`config.mk`:
```
export PLATFORM = sky130hd
export DESIGN_NAME = ir_packet_decoder_flat
export DESIGN_NICKNAME = d
export VERILOG_FILES = /design/src/rtl/ir_cam_pkg.sv /design/src/rtl/ir_packet_decoder_if.sv /design/src/rtl/stale_timer.sv /design/src/rtl/ir_packet_decoder.sv /design/src/flat_wrapper.sv
export SDC_FILE = /design/constraint.sdc
export NUM_CORES = 1
export LEC_CHECK = 0
export BUFFER_PORTS_ARGS = -buffer_cell sky130_fd_sc_hd__buf_2
export CAP_MARGIN = 20
export CORE_MARGIN = 2
export CORE_UTILIZATION = 52
export DETAILED_ROUTE_END_ITERATION = 16
export HOLD_SLACK_MARGIN = 0.05
export PLACE_DENSITY = 0.74
export SYNTH_ARGS = -nofsm -noshare
export SYNTH_HDL_FRONTEND = slang
export SYNTH_SLANG_ARGS = --single-unit
```
`constraint.sdc`:
```
create_clock -name clk -period 1.9 [get_ports clk]
set_input_delay 0 -clock clk [delete_from_list [all_inputs] [get_ports clk]]
set_output_delay 0 -clock clk [all_outputs]
set_load 0.05 [all_outputs]
```
`src/rtl/ir_cam_pkg.sv`:
```
// Shared constants, blob payload type and report-decode helper for the IR camera decoder.
package ir_cam_pkg;

    localparam int unsigned PKT_BYTES      = 13;
    localparam int unsigned BYTES_PER_BLOB = 3;
    localparam int unsigned IDX_W          = 4;
    localparam int unsigned COORD_W        = 10;
    localparam int unsigned SIZE_W         = 4;
    localparam int unsigned ERR_W          = 8;

    localparam logic [COORD_W-1:0] NO_BLOB = 10'd1023;
    localparam logic [SIZE_W-1:0]  NO_SIZE = 4'hF;

    typedef struct packed {
        logic [COORD_W-1:0] x;
        logic [COORD_W-1:0] y;
        logic [SIZE_W-1:0]  size;
    } blob_t;

    localparam blob_t NO_BLOB_T = '{x: NO_BLOB, y: NO_BLOB, size: NO_SIZE};

    typedef enum logic {
        IDLE = 1'b0,
        RX   = 1'b1
    } rx_state_e;

    // Unpack one 3-byte extended-mode blob; an absent slot (all 0xFF) decodes to no-blob.
    function automatic blob_t decode_blob(input logic [7:0] b0,
                                          input logic [7:0] b1,
                                          input logic [7:0] b2,
                                          input logic       flip);
        blob_t              blob;
        logic [COORD_W-1:0] x_raw;
        x_raw     = {b2[5:4], b0};
        blob.x    = (flip && (x_raw != NO_BLOB)) ? (NO_BLOB - x_raw) : x_raw;
        blob.y    = {b2[7:6], b1};
        blob.size = b2[3:0];
        return blob;
    endfunction

endpackage

```
`src/rtl/ir_packet_decoder_if.sv`:
```
// Byte-stream input and decoded-blob output bundle of the IR packet decoder.
interface ir_packet_decoder_if;
    import ir_cam_pkg::*;

    logic [7:0]         byte_in;
    logic               byte_valid;
    logic               sof;
    logic [COORD_W-1:0] x;
    logic [COORD_W-1:0] y;
    logic [SIZE_W-1:0]  size;
    logic               xy_valid;
    logic               stale;
    logic [ERR_W-1:0]   err_count;

    modport master (
        output byte_in, byte_valid, sof,
        input  x, y, size, xy_valid, stale, err_count
    );

    modport slave (
        input  byte_in, byte_valid, sof,
        output x, y, size, xy_valid, stale, err_count
    );

endinterface

```
`src/rtl/stale_timer.sv`:
```
// Saturating watchdog counter; o_expire_c flags the cycle whose edge brings the count to TIMEOUT_CYCLES-1.
module stale_timer #(
    parameter int unsigned TIMEOUT_CYCLES = 2_000_000
) (
    input  logic clk,
    input  logic reset_n,
    input  logic i_clear,
    output logic o_expire_c
);

    localparam int unsigned CNT_W = $clog2(TIMEOUT_CYCLES);
    localparam logic [CNT_W-1:0] CNT_MAX = CNT_W'(TIMEOUT_CYCLES - 1);
    localparam logic [CNT_W-1:0] CNT_PRE = CNT_W'(TIMEOUT_CYCLES - 2);

    logic [CNT_W-1:0] r_cnt;

    always_ff @(posedge clk or negedge reset_n) begin
        if (!reset_n) begin
            r_cnt <= '0;
        end else if (i_clear) begin
            r_cnt <= '0;
        end else if (r_cnt != CNT_MAX) begin
            r_cnt <= r_cnt + CNT_W'(1);
        end
    end

    // Look one count ahead so the forced no-blob lands on the same edge the count reaches its limit.
    assign o_expire_c = !i_clear && (r_cnt >= CNT_PRE);

endmodule

```
`src/rtl/ir_packet_decoder.sv`:
```
// Frames 13-byte IR camera reports, decodes one blob slot and forces no-blob when reports go stale.
module ir_packet_decoder
    import ir_cam_pkg::*;
#(
    parameter int unsigned BLOB_SEL       = 0,
    parameter int unsigned TIMEOUT_CYCLES = 2_000_000,
    parameter bit          FLIP_X         = 1'b0
) (
    input  logic             clk,
    input  logic             reset_n,
    ir_packet_decoder_if.slave bus
);

    localparam logic [IDX_W-1:0] CAP_LO   = IDX_W'(1 + BYTES_PER_BLOB * BLOB_SEL);
    localparam logic [IDX_W-1:0] LAST_IDX = IDX_W'(PKT_BYTES - 1);

    rx_state_e                          r_state, w_state_nxt;
    logic [IDX_W-1:0]                   r_idx, w_idx_nxt;
    logic [BYTES_PER_BLOB-1:0][7:0]     r_cap, w_cap_nxt;
    logic                               r_commit, w_commit_nxt;
    logic [ERR_W-1:0]                   r_err, w_err_nxt;

    blob_t                              r_blob;
    blob_t                              w_blob;
    logic                               r_xy_valid;
    logic                               r_stale;
    logic                               w_expire_c;

    always_ff @(posedge clk or negedge reset_n) begin
        if (!reset_n) begin
            r_state  <= IDLE;
            r_idx    <= '0;
            r_cap    <= '0;
            r_commit <= 1'b0;
            r_err    <= '0;
        end else begin
            r_state  <= w_state_nxt;
            r_idx    <= w_idx_nxt;
            r_cap    <= w_cap_nxt;
            r_commit <= w_commit_nxt;
            r_err    <= w_err_nxt;
        end
    end

    // Framing: sof restarts a report from any state; a restart mid-report counts as a truncation.
    always_comb begin
        w_state_nxt  = r_state;
        w_idx_nxt    = r_idx;
        w_cap_nxt    = r_cap;
        w_commit_nxt = 1'b0;
        w_err_nxt    = r_err;
        if (bus.byte_valid) begin
            if (bus.sof) begin
                if ((r_state == RX) && (r_err != '1)) begin
                    w_err_nxt = r_err + ERR_W'(1);
                end
                w_state_nxt = RX;
                w_idx_nxt   = IDX_W'(1);
            end else if (r_state == RX) begin
                for (int unsigned k = 0; k < BYTES_PER_BLOB; k++) begin
                    if (r_idx == (CAP_LO + IDX_W'(k))) begin
                        w_cap_nxt[k] = bus.byte_in;
                    end
                end
                if (r_idx == LAST_IDX) begin
                    w_state_nxt  = IDLE;
                    w_idx_nxt    = '0;
                    w_commit_nxt = 1'b1;
                end else begin
                    w_idx_nxt = r_idx + IDX_W'(1);
                end
            end
        end
    end

    assign w_blob = decode_blob(r_cap[0], r_cap[1], r_cap[2], FLIP_X);

    stale_timer #(
        .TIMEOUT_CYCLES (TIMEOUT_CYCLES)
    ) u_stale_timer (
        .clk        (clk),
        .reset_n    (reset_n),
        .i_clear    (r_commit),
        .o_expire_c (w_expire_c)
    );

    // Output stage: a commit always beats a watchdog expiry landing on the same edge.
    always_ff @(posedge clk or negedge reset_n) begin
        if (!reset_n) begin
            r_blob     <= NO_BLOB_T;
            r_xy_valid <= 1'b0;
            r_stale    <= 1'b1;
        end else begin
            r_xy_valid <= r_commit;
            if (r_commit) begin
                r_blob  <= w_blob;
                r_stale <= 1'b0;
            end else if (w_expire_c) begin
                r_blob  <= NO_BLOB_T;
                r_stale <= 1'b1;
            end
        end
    end

    assign bus.x         = r_blob.x;
    assign bus.y         = r_blob.y;
    assign bus.size      = r_blob.size;
    assign bus.xy_valid  = r_xy_valid;
    assign bus.stale     = r_stale;
    assign bus.err_count = r_err;

endmodule
```
`src/flat_wrapper.sv`:
```
// flat-port wrapper written by rule: the top's interface ports become plain ports
module ir_packet_decoder_flat import ir_cam_pkg::*;
#(
    parameter int unsigned BLOB_SEL       = 0,
    parameter int unsigned TIMEOUT_CYCLES = 2_000_000,
    parameter bit          FLIP_X         = 1'b0
)
  (clk, reset_n, bus_byte_in, bus_byte_valid, bus_sof, bus_x, bus_y, bus_size, bus_xy_valid, bus_stale, bus_err_count);
  ir_packet_decoder_if bus_i ();
  input  logic clk;
  input  logic reset_n;
  input wire logic [$bits(bus_i.byte_in)-1:0] bus_byte_in;
  input wire logic [$bits(bus_i.byte_valid)-1:0] bus_byte_valid;
  input wire logic [$bits(bus_i.sof)-1:0] bus_sof;
  output wire logic [$bits(bus_i.x)-1:0] bus_x;
  output wire logic [$bits(bus_i.y)-1:0] bus_y;
  output wire logic [$bits(bus_i.size)-1:0] bus_size;
  output wire logic [$bits(bus_i.xy_valid)-1:0] bus_xy_valid;
  output wire logic [$bits(bus_i.stale)-1:0] bus_stale;
  output wire logic [$bits(bus_i.err_count)-1:0] bus_err_count;
  assign bus_i.byte_in = bus_byte_in;
  assign bus_i.byte_valid = bus_byte_valid;
  assign bus_i.sof = bus_sof;
  assign bus_x = bus_i.x;
  assign bus_y = bus_i.y;
  assign bus_size = bus_i.size;
  assign bus_xy_valid = bus_i.xy_valid;
  assign bus_stale = bus_i.stale;
  assign bus_err_count = bus_i.err_count;
  ir_packet_decoder #(.BLOB_SEL(BLOB_SEL), .TIMEOUT_CYCLES(TIMEOUT_CYCLES), .FLIP_X(FLIP_X)) u_core (.clk(clk), .reset_n(reset_n), .bus(bus_i));
endmodule
```
==> metrics, run 1 <==
CP endpoint kind=flip-flop; status=finished clean; flop-to-flop setup slack=0.04 ns; syn_nets=381; DRT Pass-1 Iters=4; worst skew pair latency=0.36 ns; CP Cell Sequence=or4_4, nor4_4, o21bai_2, buf_4, a32oi_1; final cell count without fillers=543; GRT Overall Usage=21.3%; Final period util=97.7%; clk sink count=85; Worst IR Drop VDD=0.948 mV; n_diodes=0; CP peak stage delay=0.56 ns; Initial Util=54.0%; arrival time worst endpoint=2.13 ns; combinational share of power=26.4%; row count=31; P per Cell Area=1060 nW/um2; initial antenna violation count=0; Crit Reg-Reg Endpoint=u_core.bus.x[9]; die area=8290 um2; routed vias=3076; TritonCTS clock tree=done; WS Path Type=reg -> reg; RD Place Congestion=0.877; CP max stage cell=or4_4; mux cell area share after synthesis=8.57%; R2R depth=5; P_int=3.36 mW; final net count=458; Slew Viols, Final=0; largest net degree at the start of global routing=77; DP HPWL=5630 um; sw frac=34.4%; Routed WL per cell=15.8 um; layout cell share with drive strength beyond 1=35.6%; Fill cells=580; critical path launch point type=flip-flop; Synth Area in Compound Gates=12.6%; Final Cell Area=4830 um2; largest family of logic cells by synthesized area=simple AND/OR/NAND/NOR gates; simple-gate share of the synthesized area=14.4%; chip height=91.0 um; Syn Area/Cell=10.9 um2; hold slack final=0.151 ns; Post-DRT Antenna Nets=0; Final Critical Period=1.86 ns; switching power total=1.76 mW; async set-reset flop share out of synthesis=100%; power share of the sequential group=49.6%; Synth Warn #=0; area of the mapped netlist=3940 um2; hold crit path type=in -> async; Gate Count Post-Synth=362; Post-synth EDFFs=0; Synth cell types=45; post-synthesis sequential area ratio=54.8%; WL final=8590 um; Most used DFF post-synth=dfrtp_1; TritonCTS buffer count=9; final setup skew=0.0147 ns; CTS clk-pin slew, worst paths=0.09 ns; post-synthesis xor/xnor area fraction=2.45%; area post-placement=4470 um2; #FFs+latches synth=85; Placed Instances=514; vias per inst=5.66; first-pass GRT wire length=14200 um; Chip Width=91.0 um; port bufs=45; area grow syn2layout=22.5%; clock buffer depth=2; Ports=46; upper clock frequency limit=0.539 GHz; Slew @ Worst Pin=0.508 ns; final setup violation count=0; worst r2r src=u_core.u_stale_timer.r_cnt[11]; fraction of the mapped netlist area in adder cells=2.22%; total of max-cap violations=0; H-tree lvl count=3; Root Driver=clkbuf_8; RSZ-0062 raised after global routing=true; Core Box Area=7290 um2; Clock Power Share=24.0%; number of global-route vias before repair=2950; global route overflow=0; Iteration-0 DRC Markers=126; Relative slew margins=65.8%; critical path required time=2.17 ns; CP max FO=14; Residual DRC=0; static leakage=2.20 nW; Final Hold Viols=0
[cells in the mapped netlist, drive strengths merged (3+ instances only)]
cell / instances / area share, %
nor2b: 5 / 0.79
nand3: 8 / 1.0
or4: 7 / 1.3
nand2: 20 / 1.9
xnor2: 7 / 1.6
dfstp: 25 / 17
a32oi: 24 / 5.3
a31oi: 7 / 1.1
and3: 4 / 0.64
nand4: 7 / 1.1
or3: 3 / 0.48
clkbuf: 15 / 1.4
nor2: 36 / 3.4
o21ai: 6 / 0.76
and4: 4 / 0.95
nor3b: 4 / 0.76
buf: 4 / 0.48
mux2: 30 / 8.6
ha: 7 / 2.2
a21oi: 13 / 1.7
o31ai: 7 / 1.3
nor4: 3 / 0.48
dfrtp: 60 / 38
inv: 31 / 3.0
xor2: 4 / 0.89
[layout by cell type (no fill, tap or decap), drive strengths merged, types with 2 or more instances in the layout]
cell type and n:
a211oi 2, a21oi 13, a311oi 2, a31oi 7, a32oi 24, and3 4
and4 4, buf 74, clkbuf 10, clkinv 3, dfrtp 60, dfstp 25
dlygate4sd3 11, ha 7, inv 34, mux2 30, nand2 20, nand2b 2
nand3 8, nand4 7, nor2 36, nor2b 5, nor3b 4, nor4 3
o21ai 6, o21bai 2, o31ai 7, or3 3, or4 7, xnor2 7
xor2 4
[registers in the layout, indices dropped and copies added, names as in the netlist]
| register | flops |
|---|---|
| u_core.bus.xy_valid | 1 |
| u_core.bus.y | 10 |
| u_core.r_state | 1 |
| u_core.bus.x | 10 |
| u_core.bus.err_count | 8 |
| u_core.u_stale_timer.r_cnt | 21 |
| u_core.bus.stale | 1 |
| u_core.r_commit | 1 |
| u_core.r_cap | 24 |
| u_core.r_idx | 4 |
| u_core.bus.size | 4 |
[power groups by stage]
stage                     clock network (mW)  registers [mW]  logic, mW
final                                   1.23            2.54       1.35
after global routing                    1.33            2.59       1.47
after CTS                               1.26            2.54       1.35
after detailed placement                   0            2.57       1.32
after global placement                     0            2.54       1.28
after floorplan                            0            2.83      0.655
[critical path: cells and delay by family, from the launching register on]
family | cells | cell delay (ns)
AND/OR/NAND/NOR | 2 | 0.83
flip-flops | 1 | 0.41
AO/OA/AOI/OAI | 2 | 0.34
buffers and inverters | 1 | 0.20
[stage by stage]
stage / power (mW) / TNS [ns] / utilization, % / setup slack, ns
2_1_floorplan: 3.48 / -0.0903 / - / -0.0903
3_3_place_gp: 3.82 / 0 / 61.4 / 0.0772
3_5_place_dp: 3.89 / 0 / 61.4 / 0.000493
4_1_cts: 5.14 / 0 / 65.6 / 0.0328
5_1_grt: 5.40 / -0.0727 / 66.2 / -0.0438
6_report: 5.12 / 0 / 66.2 / 0.0435
[layer usage]
metal	wire length [um]	track usage, %
met3	375	5.64
met1	3920	29.0
met5	0	0
met2	4150	33.0
met4	154	7.70
[final cells by class]
cell class / count / area (um2) / area share [%]
clock buffer: 10 / 138 / 2.85
clock inverter: 6 / 53.8 / 1.11
inverter: 32 / 120 / 2.49
multi-input combinational: 226 / 1640 / 33.9
sequential: 85 / 2160 / 44.8
tap: 99 / 124 / 2.57
timing repair buffer: 85 / 593 / 12.3
[repair_timing]
item / CTS / global route
hold endpoints to repair: 97 / 0
pin swaps: 0 / 2
setup endpoints to repair: 8 / 32
resized for setup: 2 / 5
buffers inserted: 0 / 2
hold buffers: 11 / 0
[worst max path at each step]
stage	startpoint	to	slack, ns
6_report	u_core.u_stale_timer.r_cnt[11]	u_core.bus.x[9]	0.04
5_1_grt	u_core.u_stale_timer.r_cnt[0]	u_core.u_stale_timer.r_cnt[20]	-0.04
4_1_cts	u_core.u_stale_timer.r_cnt[9]	u_core.bus.y[0]	0.03
3_5_place_dp	u_core.u_stale_timer.r_cnt[6]	u_core.u_stale_timer.r_cnt[19]	0.0005
3_3_place_gp	u_core.u_stale_timer.r_cnt[8]	u_core.u_stale_timer.r_cnt[15]	0.08
2_1_floorplan	u_core.u_stale_timer.r_cnt[1]	u_core.u_stale_timer.r_cnt[20]	-0.09
[logic make-up (layout without fill, tap and decap cells)]
logic type | after synthesis | after routing
flops | 85 | 85
fa+ha+maj | 7 | 7
buf+inv | 51 | 133
xor+xnor | 11 | 11
compound gates | 69 | 69
mux | 30 | 30
simple gates | 109 | 109
(Power assumes the default switching activity.)
==> inputs of run 2 (changes only) <==
Settings changed: CORE_MARGIN 2 to unset, CORE_UTILIZATION 52 to 60, PLACE_DENSITY 0.74 to 0.81.
Clock period 1.9 ns to 2.3 ns, I/O delays scaled along.
==> run 2 against run 1 <==
  * Non-clock buffer count fell by 17
  * Flip-flop and latch count did not move
  * Critical endpoint is now u_core.u_stale_timer.r_cnt[20]
  * Clock-buffer cell count fell by 1
  * Fmax fell by 13%
  * Routed wire length fell by 5.5%
  * Sequential power fell by 17%
  * Critical path depth did not move
  * Global-route usage rose by 3.6 points
  * Clock power fell by 6%
  * Cell count fell by 7.2%
  * Largest power group unchanged
  * First-iteration DRC count rose by 110%
==> metrics, run 2 (synthesis gave the netlist of run 1 again) <==
status=finished clean; commonest non-fill, non-tap cell in the layout=dfrtp_1; Post-CTS Setup Inserts=0 (unchanged); Root Driver=clkbuf_8; DP HPWL=5260 um (-6.4%); global route overflow=0 (unchanged); routed vias=2974 (-3.3%); n_diodes=0 (unchanged); critical path required time=2.57 ns (+0.40 ns); Placed Instances=476 (-7.4%); final setup violation count=0 (unchanged); clock buffer depth=2 (unchanged); Slew Viols, Final=0 (unchanged); TritonCTS clock tree=done; largest net degree at the start of global routing=74 (-3.9%); port bufs=45 (unchanged); RD Place Congestion=0.815 (-7.1%); Routed WL per cell=16.1 um (+1.8%); Initial Util=62.0% (+8.0 points); Final Critical Period=2.14 ns (+0.287 ns); worst skew pair latency=0.35 ns (about the same); number of global-route vias before repair=2888 (-2.1%); Worst IR Drop VDD=0.863 mV (-8.9%); final net count=441 (-3.7%); final setup skew=0.00611 ns (-0.00859 ns); Final period util=93.2% (-4.5 points); layout cell share with drive strength beyond 1=30.9% (-4.7 points); CP max FO=14 (unchanged); upper clock frequency limit=0.466 GHz (-13%); top flop regs=u_core.r_cap (24), u_core.u_stale_timer.r_cnt (21); H-tree lvl count=3 (unchanged); setup TNS=0 ns (unchanged); WS Path Type=reg -> reg; initial antenna violation count=0 (unchanged); die area=6890 um2 (-17%); first-pass GRT wire length=13800 um (-3.0%); WL final=8120 um (-5.5%); Iteration-0 DRC Markers=262 (+110%); TritonCTS buffer count=9 (unchanged); DRT Pass-1 Iters=5 (+1); CTS clk-pin slew, worst paths=0.09 ns (about the same); most frequent cells in the layout=dfrtp_1, buf_2, nor2_1; area grow syn2layout=17.9%; Relative slew margins=61.7% (-4.1 points); Ports=46 (unchanged); chip height=83.0 um (-8.8%); clk sink count=85 (unchanged); Final Hold Viols=0 (unchanged); row count=29 (-6.5%); GRT Overall Usage=24.9% (+3.6 points); Power Total=4.32 mW (-16%); hold crit path type=in -> async; Chip Width=83.0 um (-8.8%); P per Cell Area=930 nW/um2 (-12%); RSZ-0062 raised after global routing=false; CP endpoint kind=flip-flop; static leakage=2.12 nW (-3.5%); Residual DRC=0 (unchanged); vias per inst=5.90 (+4.2%); Core Box Area=6350 um2 (-13%); Finished Core Util=73.2% (+7.0 points); Post-DRT Antenna Nets=0 (unchanged); max reg flops=24 (unchanged); Slew @ Worst Pin=0.572 ns (+0.0642 ns); arrival time worst endpoint=2.42 ns (+0.29 ns); critical path launch point type=flip-flop; total of max-cap violations=0 (unchanged); final cell count without fillers=504 (-7.2%); register name with the most flops=u_core.r_cap
run 2: cell count changes in the layout (fill, tap and decap cells not counted), sizes merged:
cell and change:
buf -18, bufinv +2, inv -2, clkbuf -1, clkinv +1, dlygate4sd3 +1
run 2: area by class of cell:
type / count / area (um2)
Timing Repair Buffer: 68 / 455
Clock inverter: 7 / 98.8
Fill cell: 438 / 1700
Clock buffer: 9 / 124
Inverter: 32 / 120
Sequential cell: 85 / 2160
Tap cell: 77 / 96.3
Multi-Input combinational cell: 226 / 1590
run 2: report_power, final:
| part | switching (mW) | internal [mW] |
|---|---|---|
| Combinational | 0.609 | 0.436 |
| Clock | 0.544 | 0.617 |
| Sequential | 0.254 | 1.86 |
| Total | 1.41 | 2.91 |
run 2: final timing paths:
| path | from | end | slack (ns) | cells after the start |
|---|---|---|---|---|
| worst max-delay path | u_core.u_stale_timer.r_cnt[1] | u_core.u_stale_timer.r_cnt[20] | 0.16 | 5 |
| worst min-delay path | reset_n | u_core.bus.stale | 0.15 | 2 |
| worst max register to register | u_core.u_stale_timer.r_cnt[1] | u_core.u_stale_timer.r_cnt[20] | 0.16 | 5 |
| worst min register to register | u_core.r_cap[1] | u_core.bus.x[1] | 0.48 | 2 |
| max in group asynchronous | reset_n | u_core.u_stale_timer.r_cnt[1] | 1.22 | 3 |
| min in group clk | bus_byte_in[6] | u_core.r_cap[22] | 0.44 | 3 |
run 2: critical path: stages, from the launching register on:
cell and delay (ns):
dfrtp_2 0.42, ha_1 0.22, and4_4 0.33, or4b_1 0.47, or4_1 0.47, a21oi_1 0.16
run 2: timing repair:
action                                  in CTS  in global routing
gates resized for setup                      0                  1
hold endpoints to repair                    91                  0
hold buffers                                12                  0
endpoints found under the setup margin       0                  1
run 2: layer usage:
metal	GRT usage [%]	part of all wire (%)	routed length (um)
met2	40.1	50	4040
met3	4.27	3.8	308
met1	33.8	44	3600
met4	10.2	2.2	177
met5	0	0	0
run 2: through the flow:
| step | hold slack [ns] | worst slack (ns) | instance area, um2 |
|---|---|---|---|
| global placement | -0.139 | 0.191 | 4300 |
| floorplan | -0.296 | 0.219 | 3940 |
| detailed placement | -0.139 | 0.135 | 4300 |
| finish | 0.149 | 0.156 | 4650 |
| CTS | 0.138 | 0.108 | 4640 |
| global route | 0.145 | 0.0310 | 4650 |
